==> config.mk <==
export PLATFORM = sky130hd
export DESIGN_NAME = rle_encoder_param
export DESIGN_NICKNAME = d
export VERILOG_FILES = /design/src/rtl/rle_pkg.sv /design/src/rtl/rle_pair_packer.sv /design/src/rtl/rle_encoder_param.sv
export SDC_FILE = /design/constraint.sdc
export NUM_CORES = 1
export LEC_CHECK = 0
export ABC_CLOCK_PERIOD_IN_PS = 6300
export BUFFER_PORTS_ARGS = -buffer_cell sky130_fd_sc_hd__buf_2
export CAP_MARGIN = 5
export CORE_UTILIZATION = 51
export DETAILED_ROUTE_END_ITERATION = 6
export HOLD_SLACK_MARGIN = 0.02
export PLACE_DENSITY_LB_ADDON = 0.25
export RECOVER_POWER = 25
export SYNTH_ARGS = -nofsm -noshare
export SYNTH_HDL_FRONTEND = slang
export SYNTH_SLANG_ARGS = --single-unit
==> constraint.sdc <==
create_clock -name clk -period 6.3 [get_ports clk]
set_clock_uncertainty 0.2 [all_clocks]
set_input_delay 0.315 -clock clk [delete_from_list [all_inputs] [get_ports clk]]
set_output_delay 0.315 -clock clk [all_outputs]
set_load 0.02 [all_outputs]
==> src/rtl/rle_pkg.sv <==
// rle_pkg: shared state encoding and width helpers for the run-length encoder.
// The localparams describe the default 32/8/8 configuration; the functions
// derive the same quantities for any legal parameter set.
package rle_pkg;

  typedef enum logic [2:0] {
    ST_IDLE,
    ST_RD_REQ,
    ST_RD_WAIT,
    ST_SCAN,
    ST_WR,
    ST_FLUSH,
    ST_DONE
  } rle_state_e;

  function automatic int pair_width(input int sym_w, input int cnt_w);
    return sym_w + cnt_w;
  endfunction

  function automatic int syms_per_word(input int data_w, input int sym_w);
    return data_w / sym_w;
  endfunction

  function automatic int pairs_per_word(input int data_w, input int pair_w);
    return data_w / pair_w;
  endfunction

  function automatic int byte_step(input int data_w);
    return data_w / 8;
  endfunction

  localparam int DEF_DATA_W     = 32;
  localparam int DEF_SYM_W      = 8;
  localparam int DEF_CNT_W      = 8;
  localparam int PAIR_W         = pair_width(DEF_SYM_W, DEF_CNT_W);
  localparam int SYMS_PER_WORD  = syms_per_word(DEF_DATA_W, DEF_SYM_W);
  localparam int PAIRS_PER_WORD = pairs_per_word(DEF_DATA_W, PAIR_W);
  localparam int CNT_MAX        = (2 ** DEF_CNT_W) - 1;
  localparam int BYTE_STEP      = byte_step(DEF_DATA_W);

endpackage

==> src/rtl/rle_pair_packer.sv <==
// rle_pair_packer: collects {count,symbol} pairs into one output word.
// Pair j lands at bits [j*PAIR_W +: PAIR_W]; unused slots stay zero so a
// partially filled word is already zero-padded. The next-state buffer and
// fill are exported so the owner can register them in the same cycle a pair
// completes the word.
module rle_pair_packer #(
  parameter int DATA_W = 32,
  parameter int PAIR_W = 16,
  parameter int FILL_W = 2
) (
  input  logic              clk_i,
  input  logic              reset_i,
  input  logic              clear_i,
  input  logic              push_i,
  input  logic [PAIR_W-1:0] pair_i,
  output logic [DATA_W-1:0] buf_next_o,
  output logic [FILL_W-1:0] fill_next_o,
  output logic              full_next_o
);

  localparam int SLOTS = DATA_W / PAIR_W;

  logic [DATA_W-1:0] buf_q;
  logic [DATA_W-1:0] buf_d;
  logic [FILL_W-1:0] fill_q;
  logic [FILL_W-1:0] fill_d;
  logic              full_q;

  assign full_q = (fill_q == FILL_W'(SLOTS));

  // Each slot either clears, captures the incoming pair when it is the next free slot, or holds.
  for (genvar gi = 0; gi < SLOTS; gi++) begin : g_slot
    assign buf_d[gi*PAIR_W +: PAIR_W] =
        clear_i                                           ? '0     :
        (push_i && !full_q && (fill_q == FILL_W'(gi)))    ? pair_i :
                                                            buf_q[gi*PAIR_W +: PAIR_W];
  end

  // Fill count follows the slot writes; a push into a full buffer is dropped.
  always_comb begin
    fill_d = fill_q;
    if (clear_i) begin
      fill_d = '0;
    end else if (push_i && !full_q) begin
      fill_d = fill_q + FILL_W'(1);
    end
  end

  // Buffer and fill registers.
  always_ff @(posedge clk_i or posedge reset_i) begin
    if (reset_i) begin
      buf_q  <= '0;
      fill_q <= '0;
    end else begin
      buf_q  <= buf_d;
      fill_q <= fill_d;
    end
  end

  assign buf_next_o  = buf_d;
  assign fill_next_o = fill_d;
  assign full_next_o = (fill_d == FILL_W'(SLOTS));

endmodule

==> src/rtl/rle_encoder_param.sv <==
// rle_encoder_param: run-length encoder reading symbols from SRAM port A and
// writing packed {count,symbol} pairs back through the same port.
// Build option RLE_STATS_EN adds run_count (pairs emitted) and max_run
// (longest pair count of the current job).
module rle_encoder_param
  import rle_pkg::*;
#(
  parameter int DATA_W = 32,
  parameter int ADDR_W = 16,
  parameter int SYM_W  = 8,
  parameter int CNT_W  = 8
) (
  input  logic              clk,
  input  logic              reset,
  input  logic              start,
  input  logic [31:0]       message_addr,
  input  logic [31:0]       message_size,
  input  logic [31:0]       rle_addr,
  output logic [31:0]       rle_size,
  output logic              done,
  output logic              port_A_clk,
  output logic [ADDR_W-1:0] port_A_addr,
  output logic              port_A_we,
  output logic [DATA_W-1:0] port_A_data_in,
  input  logic [DATA_W-1:0] port_A_data_out
`ifdef RLE_STATS_EN
  ,
  output logic [31:0]       run_count,
  output logic [CNT_W-1:0]  max_run
`endif
);

  localparam int PW         = pair_width(SYM_W, CNT_W);
  localparam int SPW        = syms_per_word(DATA_W, SYM_W);
  localparam int PPW        = pairs_per_word(DATA_W, PW);
  localparam int STEP       = byte_step(DATA_W);
  localparam int PAIR_BYTES = PW / 8;
  localparam int SEL_W      = (SPW > 1) ? $clog2(SPW) : 1;
  localparam int FILL_W     = $clog2(PPW + 1);
  localparam logic [CNT_W-1:0] RUN_LIMIT = '1;

  rle_state_e        state_q;
  logic              done_q;
  logic [31:0]       rle_size_q;
  logic              we_q;
  logic [ADDR_W-1:0] addr_q;
  logic [DATA_W-1:0] data_in_q;
  logic [ADDR_W-1:0] msg_ptr_q;
  logic [ADDR_W-1:0] out_ptr_q;
  logic [31:0]       rem_q;
  logic [DATA_W-1:0] word_q;
  logic [SEL_W-1:0]  sym_idx_q;
  logic              word_empty_q;
  logic [SYM_W-1:0]  cur_q;
  logic [CNT_W-1:0]  cnt_q;
  logic              run_valid_q;

  logic [SYM_W-1:0]  scan_sym;
  logic              run_match;
  logic              word_end;
  logic              start_ok;
  logic              pk_clear;
  logic              pk_push;
  logic [PW-1:0]     pk_pair;
  logic [DATA_W-1:0] pk_buf_next;
  logic [FILL_W-1:0] pk_fill_next;
  logic              pk_full_next;
  logic [31:0]       flush_bytes;

  // Upper address bits beyond the SRAM range are intentionally ignored.
  if (ADDR_W < 32) begin : g_addr_unused
    logic unused_addr_bits;
    assign unused_addr_bits = ^{message_addr[31:ADDR_W], rle_addr[31:ADDR_W]};
  end

  // Split the captured word into symbols; spare select codes read as zero.
  logic [SYM_W-1:0] word_syms [2**SEL_W];
  for (genvar gi = 0; gi < 2**SEL_W; gi++) begin : g_sym
    if (gi < SPW) begin : g_real
      assign word_syms[gi] = word_q[gi*SYM_W +: SYM_W];
    end else begin : g_pad
      assign word_syms[gi] = '0;
    end
  end

  // Run tracker decisions: extend the current run or close it into a pair.
  always_comb begin
    scan_sym    = word_syms[sym_idx_q];
    run_match   = run_valid_q && (scan_sym == cur_q) && (cnt_q != RUN_LIMIT);
    word_end    = (sym_idx_q == SEL_W'(SPW - 1));
    start_ok    = start && ((state_q == ST_IDLE) || (state_q == ST_DONE));
    pk_clear    = start_ok || (state_q == ST_WR);
    pk_push     = (state_q == ST_SCAN) && run_valid_q && ((rem_q == 32'd0) || !run_match);
    pk_pair     = {cnt_q, cur_q};
    flush_bytes = 32'(pk_fill_next) * 32'(PAIR_BYTES);
  end

  rle_pair_packer #(
    .DATA_W (DATA_W),
    .PAIR_W (PW),
    .FILL_W (FILL_W)
  ) u_packer (
    .clk_i       (clk),
    .reset_i     (reset),
    .clear_i     (pk_clear),
    .push_i      (pk_push),
    .pair_i      (pk_pair),
    .buf_next_o  (pk_buf_next),
    .fill_next_o (pk_fill_next),
    .full_next_o (pk_full_next)
  );

  // Main controller: sequencing, pointers, run tracking and registered SRAM outputs.
  always_ff @(posedge clk or posedge reset) begin
    if (reset) begin
      state_q      <= ST_IDLE;
      done_q       <= 1'b0;
      rle_size_q   <= '0;
      we_q         <= 1'b0;
      addr_q       <= '0;
      data_in_q    <= '0;
      msg_ptr_q    <= '0;
      out_ptr_q    <= '0;
      rem_q        <= '0;
      word_q       <= '0;
      sym_idx_q    <= '0;
      word_empty_q <= 1'b0;
      cur_q        <= '0;
      cnt_q        <= '0;
      run_valid_q  <= 1'b0;
    end else begin
      we_q <= 1'b0;
      case (state_q)
        ST_IDLE, ST_DONE: begin
          if (start) begin
            rle_size_q  <= '0;
            run_valid_q <= 1'b0;
            if (message_size == 32'd0) begin
              // Empty message completes immediately without touching the SRAM.
              done_q  <= 1'b1;
              state_q <= ST_DONE;
            end else begin
              done_q    <= 1'b0;
              msg_ptr_q <= message_addr[ADDR_W-1:0];
              addr_q    <= message_addr[ADDR_W-1:0];
              out_ptr_q <= rle_addr[ADDR_W-1:0];
              rem_q     <= message_size;
              state_q   <= ST_RD_REQ;
            end
          end else if (state_q == ST_DONE) begin
            state_q <= ST_IDLE;
          end
        end

        ST_RD_REQ: begin
          msg_ptr_q <= msg_ptr_q + ADDR_W'(STEP);
          state_q   <= ST_RD_WAIT;
        end

        ST_RD_WAIT: begin
          word_q       <= port_A_data_out;
          sym_idx_q    <= '0;
          word_empty_q <= 1'b0;
          state_q      <= ST_SCAN;
        end

        ST_SCAN: begin
          if (rem_q == 32'd0) begin
            // All symbols consumed: the final run has just been pushed, so the
            // buffer holds at least one pair and is always written out here.
            run_valid_q <= 1'b0;
            we_q        <= 1'b1;
            addr_q      <= out_ptr_q;
            data_in_q   <= pk_buf_next;
            out_ptr_q   <= out_ptr_q + ADDR_W'(STEP);
            rle_size_q  <= rle_size_q + flush_bytes;
            state_q     <= pk_full_next ? ST_WR : ST_FLUSH;
          end else begin
            rem_q        <= rem_q - 32'd1;
            sym_idx_q    <= sym_idx_q + SEL_W'(1);
            word_empty_q <= word_end;
            run_valid_q  <= 1'b1;
            if (run_match) begin
              cnt_q <= cnt_q + CNT_W'(1);
            end else begin
              cur_q <= scan_sym;
              cnt_q <= CNT_W'(1);
            end
            if (pk_push && pk_full_next) begin
              we_q       <= 1'b1;
              addr_q     <= out_ptr_q;
              data_in_q  <= pk_buf_next;
              out_ptr_q  <= out_ptr_q + ADDR_W'(STEP);
              rle_size_q <= rle_size_q + 32'(STEP);
              state_q    <= ST_WR;
            end else if (rem_q == 32'd1) begin
              state_q <= ST_SCAN;
            end else if (word_end) begin
              addr_q  <= msg_ptr_q;
              state_q <= ST_RD_REQ;
            end
          end
        end

        ST_WR: begin
          // Buffer clears this cycle; resume wherever the scan left off.
          if (rem_q == 32'd0) begin
            state_q <= run_valid_q ? ST_SCAN : ST_FLUSH;
          end else if (word_empty_q) begin
            addr_q  <= msg_ptr_q;
            state_q <= ST_RD_REQ;
          end else begin
            state_q <= ST_SCAN;
          end
        end

        ST_FLUSH: begin
          done_q  <= 1'b1;
          state_q <= ST_DONE;
        end

        default: state_q <= ST_IDLE;
      endcase
    end
  end

`ifdef RLE_STATS_EN
  logic [31:0]      run_count_q;
  logic [CNT_W-1:0] max_run_q;

  // Job statistics: count every pair pushed and remember the largest count.
  always_ff @(posedge clk or posedge reset) begin
    if (reset) begin
      run_count_q <= '0;
      max_run_q   <= '0;
    end else if (start_ok) begin
      run_count_q <= '0;
      max_run_q   <= '0;
    end else if (pk_push) begin
      run_count_q <= run_count_q + 32'd1;
      if (cnt_q > max_run_q) begin
        max_run_q <= cnt_q;
      end
    end
  end

  assign run_count = run_count_q;
  assign max_run   = max_run_q;
`endif

  assign rle_size       = rle_size_q;
  assign done           = done_q;
  assign port_A_clk     = clk;
  assign port_A_addr    = addr_q;
  assign port_A_we      = we_q;
  assign port_A_data_in = data_in_q;

endmodule
Yosys cells after proc, flatten, opt, wreduce, memory -nomap -nowiden
Index checks and enable logic that the tools add are counted.
{"block": "totals", "reg_bits": 235, "output_inout_bits": 83, "elab_cells": 149}
{"block": "op_classes", "add_sub_neg": 8, "order_cmp": 1, "n_eq_ne": 23, "muxes": 60, "bitwise": 3, "n_reduce_logical": 37}
{"operator": "2-to-1 mux 16 bit", "n": 16}
{"operator": "2-to-1 mux 32 bit", "n": 8}
{"operator": "one-hot mux 32 bit (2 select lines)", "n": 2}
{"operator": "logical NOT 32 bit", "n": 2}
{"operator": "one-hot mux 16 bit (2 select lines)", "n": 2}
{"operator": "one-hot mux 16 bit (3 select lines)", "n": 1}
{"operator": "adder 16 x 3 -> 16 bit (second input constant)", "n": 2}
{"operator": "adder 32 x 3 -> 32 bit", "n": 1}
{"operator": "adder 32 x 3 -> 32 bit (second input constant)", "n": 1}
{"operator": "equality test 32 x 1 -> 1 bit (second input constant)", "n": 1}
{"operator": "subtractor 32 x 1 -> 32 bit (second input constant)", "n": 1}
{"operator": "2-to-1 mux 3 bit", "n": 9}
{"operator": "2-to-1 mux 8 bit", "n": 3}
{"operator": "one-hot mux 3 bit (6 select lines)", "n": 1}
{"operator": "binary-select mux 8 bit (select 2 bit)", "n": 1}
{"operator": "AND reduction 2 bit", "n": 6}
{"operator": "inequality test 2 bit (second input constant)", "n": 5}
{"operator": "nonzero test 2 bit", "n": 5}
{"operator": "equality test 3 bit (second input constant)", "n": 3}
{"operator": "logical AND 1 bit", "n": 9}
{"operator": "2-to-1 mux 1 bit", "n": 9}
{"operator": "AND reduction 3 bit", "n": 3}
{"operator": "adder 8 x 1 -> 8 bit (second input constant)", "n": 1}
{"operator": "equality test 8 bit", "n": 1}
{"operator": "other kinds (25)", "n": 39}

Logic depth before layout (Yosys ltp)
Gate-level depths: netlist of the first run.
{"block": "depth", "word_depth": 18, "mapped_depth": 16}

Modules after synthesis
From an unflattened synthesis of the first run, not the netlist that was laid out.
{"block": "hier_totals", "hier_cells": 1195, "area_unflattened_um2": 11711.2}
{"module": "rle_encoder_param", "n_inst": 1, "cells_each": 1037, "area_per_inst_um2": 10183.5, "seq_area_each_um2": 5004.8}
{"module": "rle_pair_packer", "n_inst": 1, "cells_each": 158, "area_per_inst_um2": 1527.7, "seq_area_each_um2": 850.8}

==> results of run 1 <==
sequential cells by signal (all words and copies together) (netlist names), 3 cells and up:
register and count:
u_packer.buf_q 32, out_ptr_q 16, msg_ptr_q 16, cur_q 8
state_q 3, rle_size 31, port_A_addr 16, word_q 32
cnt_q 8, rem_q 32, port_A_data_in 32
placed cells by master (no fill, tap or decap), drive strengths merged, types with 14 or more instances in the layout:
cell	synthesis	final
dfrtp	234	234
nand2	192	192
clkbuf	51	123
buf	26	117
nor2	110	110
dlygate4sd3	0	100
inv	90	90
o21ai	89	89
a21oi	85	85
mux2i	83	83
nor3	44	44
nand3	37	37
a22oi	28	28
nor4	27	27
o31ai	17	17
nand4	17	17
or4	14	14
stage by stage:
step | area [sq um] | hold slack [ns] | setup slack (ns) | total power, mW | utilization
floorplan | 12500 | 0.220 | 1.90 | 4.90 | -
global placement | 13700 | 0.133 | 1.21 | 5.62 | 0.564
detailed placement | 13700 | 0.128 | 1.12 | 5.73 | 0.564
CTS | 15600 | 0.158 | 1.05 | 7.45 | 0.644
global route | 15500 | 0.204 | 0.766 | 7.92 | 0.640
finish | 15500 | 0.189 | 1.11 | 7.40 | 0.640
layout make-up:
class	instances	area (sq um)
fillers	2060	8730
multi-input cells	953	6020
flip-flops and latches	234	5860
repair buffers	298	1930
clock buffers	42	866
well taps	324	405
inverters	90	339
clock inverters	10	96.3
where the power goes:
| part | internal (mW) | switching [mW] | total (mW) |
|---|---|---|---|
| Combinational | 1.19 | 1.90 | 3.09 |
| Sequential | 2.07 | 0.588 | 2.66 |
| Clock | 0.993 | 0.655 | 1.65 |
| Total | 4.25 | 3.15 | 7.40 |
cells by family after synthesis:
group / Yosys count / share of synthesized area
compound gates: 327 / 0.171
flops: 234 / 0.467
other cells: 1 / 0.000299
mux: 100 / 0.0887
buf+inv: 167 / 0.0556
fa+ha+maj: 13 / 0.0136
xor+xnor: 13 / 0.00908
simple gates: 499 / 0.195
worst max-delay path by stage:
stage	from	to	slack [ns]	cells after the start
floorplan	sym_idx_q[0]$_DFFE_PP0P_	rle_size[28]$_DFFE_PP0P_	1.90	15
global route	reset	rle_size[17]$_DFFE_PP0P_	0.77	5
global placement	sym_idx_q[0]$_DFFE_PP0P_	rle_size[28]$_DFFE_PP0P_	1.21	14
CTS	sym_idx_q[0]$_DFFE_PP0P_	rle_size[28]$_DFFE_PP0P_	1.05	14
detailed placement	sym_idx_q[0]$_DFFE_PP0P_	rle_size[28]$_DFFE_PP0P_	1.12	14
finish	sym_idx_q[0]$_DFFE_PP0P_	rle_size[28]$_DFFE_PP0P_	1.11	14
routing by layer:
layer / wire (um) / vias up
li1: - / 5353
met5: 0 / -
met2: 16400 / 349
met3: 1900 / 86
met4: 1190 / 0
met1: 14300 / 5460
worst min-delay path, cell delays in order:
cell and delay (ns):
dlygate4sd3_1 0.52, buf_2 0.10, nand2_1 0.04, nand2_1 0.04
==> impl_results.md, run 1 <==
* Vias per cell at between 5 and 6
* #FFs+latches synth at 234
* Post-Syn Area at around 0.013 sq mm
* Total congestion overflow at 0
* Initial Util at 0.517
* CP Launch Type: flop
* Seq/Total Area, Yosys at 0.467
* CP max FO at 17
* Layout Area Growth over Synthesis at 23.8%
* Skew-Pair Late Insertion Delay at 0.66 ns
* Final Setup Violations at 0
* Drc violations at 0
* R2R Path Start: sym_idx_q[0]$_DFFE_PP0P_
* Via count at between 10000 and 15000
* Tmin final at 5.19 ns
* Non-filler instance count after layout at between 1500 and 2000
* Gate Count Post-Synth at 1354
* Fraction of layout instances using a drive strength above 1 at 0.141
* Post-Syn Nets at between 1000 and 1500
* Max Freq at roughly 190 MHz
* R2r endpoint: rle_size[28]$_DFFE_PP0P_
* Global-route wire length before repair at 56300 um
* Final worst-path cycle share at 0.825
* Status: finished, violations left
* Syn avg cell area at between 9 and 10 sq um
* Cts repair resizes at 0
* Fin. Hold Viols at 0
* Relative slew slack at -1.28
* CP max-delay cell: dfrtp_1
* Hold Path Sink: out_ptr_q[1]$_DFFE_PP0P_
* Post-CTS Hold Fix Bufs at 100
* Worst hold path type: in2reg
* GR Util met1 at 0.354
* Setup Fix Bufs, Post-CTS at 0
* NumNets Final at 1751
* Largest net degree at the start of global routing at 80
* GR Util met2 at 0.449
* Final wirelength at 33900 um
* Bufs and invs on worst path at 0
* CP Class: reg2reg
* Antenna cells at 0
* Die width at 159 um
* Clk pin slew, worst setup/hold paths at 0.06 ns
* Setup TNS at 0 ns
* Core box area at 0.0242 sq mm
* Synth Flop Type: dfrtp_1
* CTS tree: built
* Area of the die at 0.0252 sq mm
* CP Data Arrival Time at 5.56 ns
* Rows at 57
* Leak Pwr at between 7 and 8 nW
* Synth cell count leaders: dfrtp_1 (234), nand2_1 (192), nor2_1 (110)
* Top-count cell post-synth: dfrtp_1
* Buffers on Ports at 180
* Reg2reg setup slack at ~1.1 ns
* Final Max Tran Viols at 61
* Async S/R FF share, synth at 1.00
* Critical Path RT at around 6.7 ns
* Cells after DPL at 1800
* Yosys top cell area share at 0.467
* Hold-critical path depth at 4
* CP endpoint kind: flop
* Unrepaired setup endpoints after global routing: no
* YS warnings at 0
* Iter 0 DRT Violations at 792
* Die H at 159 um
* Top delay family on crit path: simple AND/OR/NAND/NOR gates
* Cell accounting for the most synthesized area: dfrtp_1
* Synth unique cells at approximately 80
* GR met3 Demand/Resource at 0.0504
* Vias in the first global route at 11107
* Detailed-router iteration count before antenna repair at 5
* Busiest grt layer: met2
* CP cell instances: mux4_2 > xnor2_1 > nand4_2 > or4_1 > nand2_1 > xnor2_1 > nor2_1 > ha_1 > a21oi_1 > or4_4 > a2111oi_4 > a21oi_2 > or4_1 > a21oi_1
* Post-route ant nets at 0
* Max VDD drop at 0.000275 V
* Min-delay src: rle_addr[1]
* Initial antenna violation count at 0
* Num ports at between 200 and 250
* Max-cap check violation count at 1
* Routed wire per std cell at around 17 um
* Synth top area cells: dfrtp_1 (47%), mux2i_1 (6.6%), nand2_1 (5.7%)
* Total GRT Usage at 0.274
* Worst-margin pin slew at 3.43 ns
* Power density cells at 477 mW/mm^2
* Final RePlAce weighted congestion at a little under 0.9
* Number of synthesized flops with an enable pin at 0
* DPL Wire Length at approximately 22000 um
* Failing checks: capacitance limit, slew limit
* R2R depth at 14
* Slowest stage delay, CP at 0.72 ns
(Power assumes the default switching activity.)
==> inputs of run 2 (changes only) <==
ABC_CLOCK_PERIOD_IN_PS = 4300   (was 6300)
clock period = 4.3 ns   (was 6.3 ns; I/O delays follow)
==> impl_results.md, run 2 (same netlist as run 1, synthesis figures left out) <==
* Final non-filler cell area at 0.0164 sq mm (+5.8%)
* Max Freq at 218 MHz (+13%)
* Leading cell type in the layout, fill and taps excluded: dfrtp_1
* CP endpoint kind: flop
* Non-filler instance count after layout at 2010 (+3.0%)
* Critical Path RT at 4.68 ns (-1.99 ns)
* Rows at 57 (unchanged)
* Relative slew slack at -1.12 (+0.168)
* DP Area at 0.0141 sq mm (+3.0%)
* Vias in the first global route at 11573 (+4.2%)
* Drc violations at 0 (unchanged)
* Leak Pwr at 7.83 nW (+9.5%)
* Via count at 11671 (+3.8%)
* Worst hold path type: in2reg
* Setup TNS at -2.89 ns (-2.89 ns)
* Final Max Tran Viols at 236 (+290%)
* Max-cap check violation count at 2 (+1)
* Slack of the critical path at -0.290 ns (-1.39 ns)
* Fin. Hold Viols at 0 (unchanged)
* Detailed-router iteration count before antenna repair at 7 (+2)
* Initial antenna violation count at 0 (unchanged)
* CTS tree: built
* Worst-margin pin slew at 3.17 ns (-0.251 ns)
* Antenna cells at 0 (unchanged)
* Final Setup Violations at 20 (+20)
* CP Launch Type: flop
* Iter 0 DRT Violations at 1014 (+28%)
* Vias per cell at 5.81 (+0.71%)
* Commonest cells after routing, fill and taps aside: dfrtp_1 (234), nand2_1 (190), buf_2 (181), nor2_1 (108), dlygate4sd3_1 (99)
* Power Total at 11.7 mW (+58%)
* Buffers on Ports at 180 (unchanged)
* Total congestion overflow at 0 (unchanged)
* Total GRT Usage at 0.290 (+0.0161)
* Final wirelength at 36100 um (+6.7%)
* Status: finished, violations left
* NumNets Final at 1811 (+3.4%)
* Num ports at 214 (unchanged)
* Cells after DPL at 1845 (+2.5%)
* Final worst-path cycle share at 1.07 (+0.243)
* Layout Area Growth over Synthesis at 31.0%
* Final core utilization at 0.677 (+0.0373)
* Core box area at 0.0242 sq mm (unchanged)
* CP max FO at 6 (-11)
* Die width at 159 um (unchanged)
* Largest net degree at the start of global routing at 138 (+73%)
* Global-route wire length before repair at 59300 um (+5.3%)
* Unrepaired setup endpoints after global routing: yes
* Routed wire per std cell at 18.0 um (+3.6%)
* DPL Wire Length at 22800 um (+3.3%)
* Tmin final at 4.59 ns (-0.605 ns)
* Power density cells at 711 mW/mm^2 (+49%)
* Die H at 159 um (unchanged)
* Final RePlAce weighted congestion at 0.863 (-0.44%)
* CP Class: reg2reg
* Post-route ant nets at 0 (unchanged)
* Fraction of layout instances using a drive strength above 1 at 0.246 (+0.104)
* CP Data Arrival Time at 4.97 ns (-0.59 ns)
* Initial Util at 0.517 (unchanged)
* Failing checks: capacitance limit, slew limit, setup timing
* Skew-Pair Late Insertion Delay at 0.66 ns (about the same)
* Area of the die at 0.0252 sq mm (unchanged)
* Clk pin slew, worst setup/hold paths at 0.06 ns (about the same)
* Max VDD drop at 0.000339 V (+24%)
[run 2: cell count changes in the layout (fill, tap and decap cells not counted), moves of 8 or more]
cell,previous run,this run
clkbuf_1,85,4
buf_4,18,70
xnor2_1,12,4
buf_2,99,181
a21oi_1,82,69
xnor2_2,0,8
a21oi_2,3,15
[run 2: critical path: stages (launching register included)]
cell and delay, ns:
dfrtp_1 0.41, buf_12 0.14, mux4_2 0.54, xnor2_2 0.19
nand3_2 0.11, or4_4 0.57, nand2_4 0.12, a32oi_4 0.06
o22ai_4 0.19, ha_4 0.16, a21oi_2 0.05, or4_4 0.46
a2111oi_4 0.30, buf_4 0.18, a21oi_4 0.09, buf_4 0.17
or4_1 0.48, nand2_1 0.08
[run 2: path summary, 6_finish.rpt]
check | startpoint | to | slack (ns) | depth (start not counted)
worst min register to register | word_q[20]$_DFFE_PP0P_ | word_q[20]$_DFFE_PP0P_ | 0.27 | 2
worst max register to register | sym_idx_q[0]$_DFFE_PP0P_ | rle_size[24]$_DFFE_PP0P_ | -0.29 | 17
min in group asynchronous | reset | port_A_data_in[3]$_DFFE_PP0P_ | 0.83 | 4
worst max-delay path | sym_idx_q[0]$_DFFE_PP0P_ | rle_size[24]$_DFFE_PP0P_ | -0.29 | 17
worst min-delay path | rle_addr[1] | out_ptr_q[1]$_DFFE_PP0P_ | 0.09 | 4
max in group asynchronous | reset | rem_q[17]$_DFFE_PP0P_ | 0.83 | 4
[run 2: where the power goes]
| group | leakage, nW | internal, mW | switching (mW) | total, mW |
|---|---|---|---|---|
| registers | 2.94 | 3.03 | 0.773 | 3.81 |
| logic | 4.41 | 2.21 | 3.16 | 5.36 |
| clock network | 0.478 | 1.55 | 0.958 | 2.50 |
[run 2: per-layer routing]
metal | GRT usage | up-vias | routed length [um]
met5 | 0 | - | 0
met4 | 0.146 | 0 | 1700
met3 | 0.0541 | 123 | 2240
met2 | 0.468 | 445 | 17200
met1 | 0.375 | 5636 | 15000
li1 | - | 5467 | -
[run 2: cell type report]
class	count	area [sq um]
fillers	1883	7830
multi-input cells	954	6320
flip-flops and latches	234	5860
repair buffers	357	2520
clock buffers	38	801
well taps	324	405
inverters	90	339
clock inverters	13	184
[run 2: stage by stage]
| stage | setup WS, ns | hold WS (ns) |
|---|---|---|
| 3_5_place_dp | -0.225 | 0.149 |
| 6_report | -0.290 | 0.0936 |
| 4_1_cts | -0.226 | 0.0685 |
| 5_1_grt | -0.446 | 0.0966 |
| 3_3_place_gp | -0.140 | 0.149 |
| 2_1_floorplan | 0.0103 | 0.120 |
[run 2: what timing repair did]
item / in CTS / in global routing
pin swaps: 3 / 9
cloned: 2 / 0
hold endpoints to repair: 356 / 0
buffers inserted: 9 / 5
endpoints found under the setup margin: 17 / 25
hold buffers: 99 / 0
resized for setup: 22 / 40
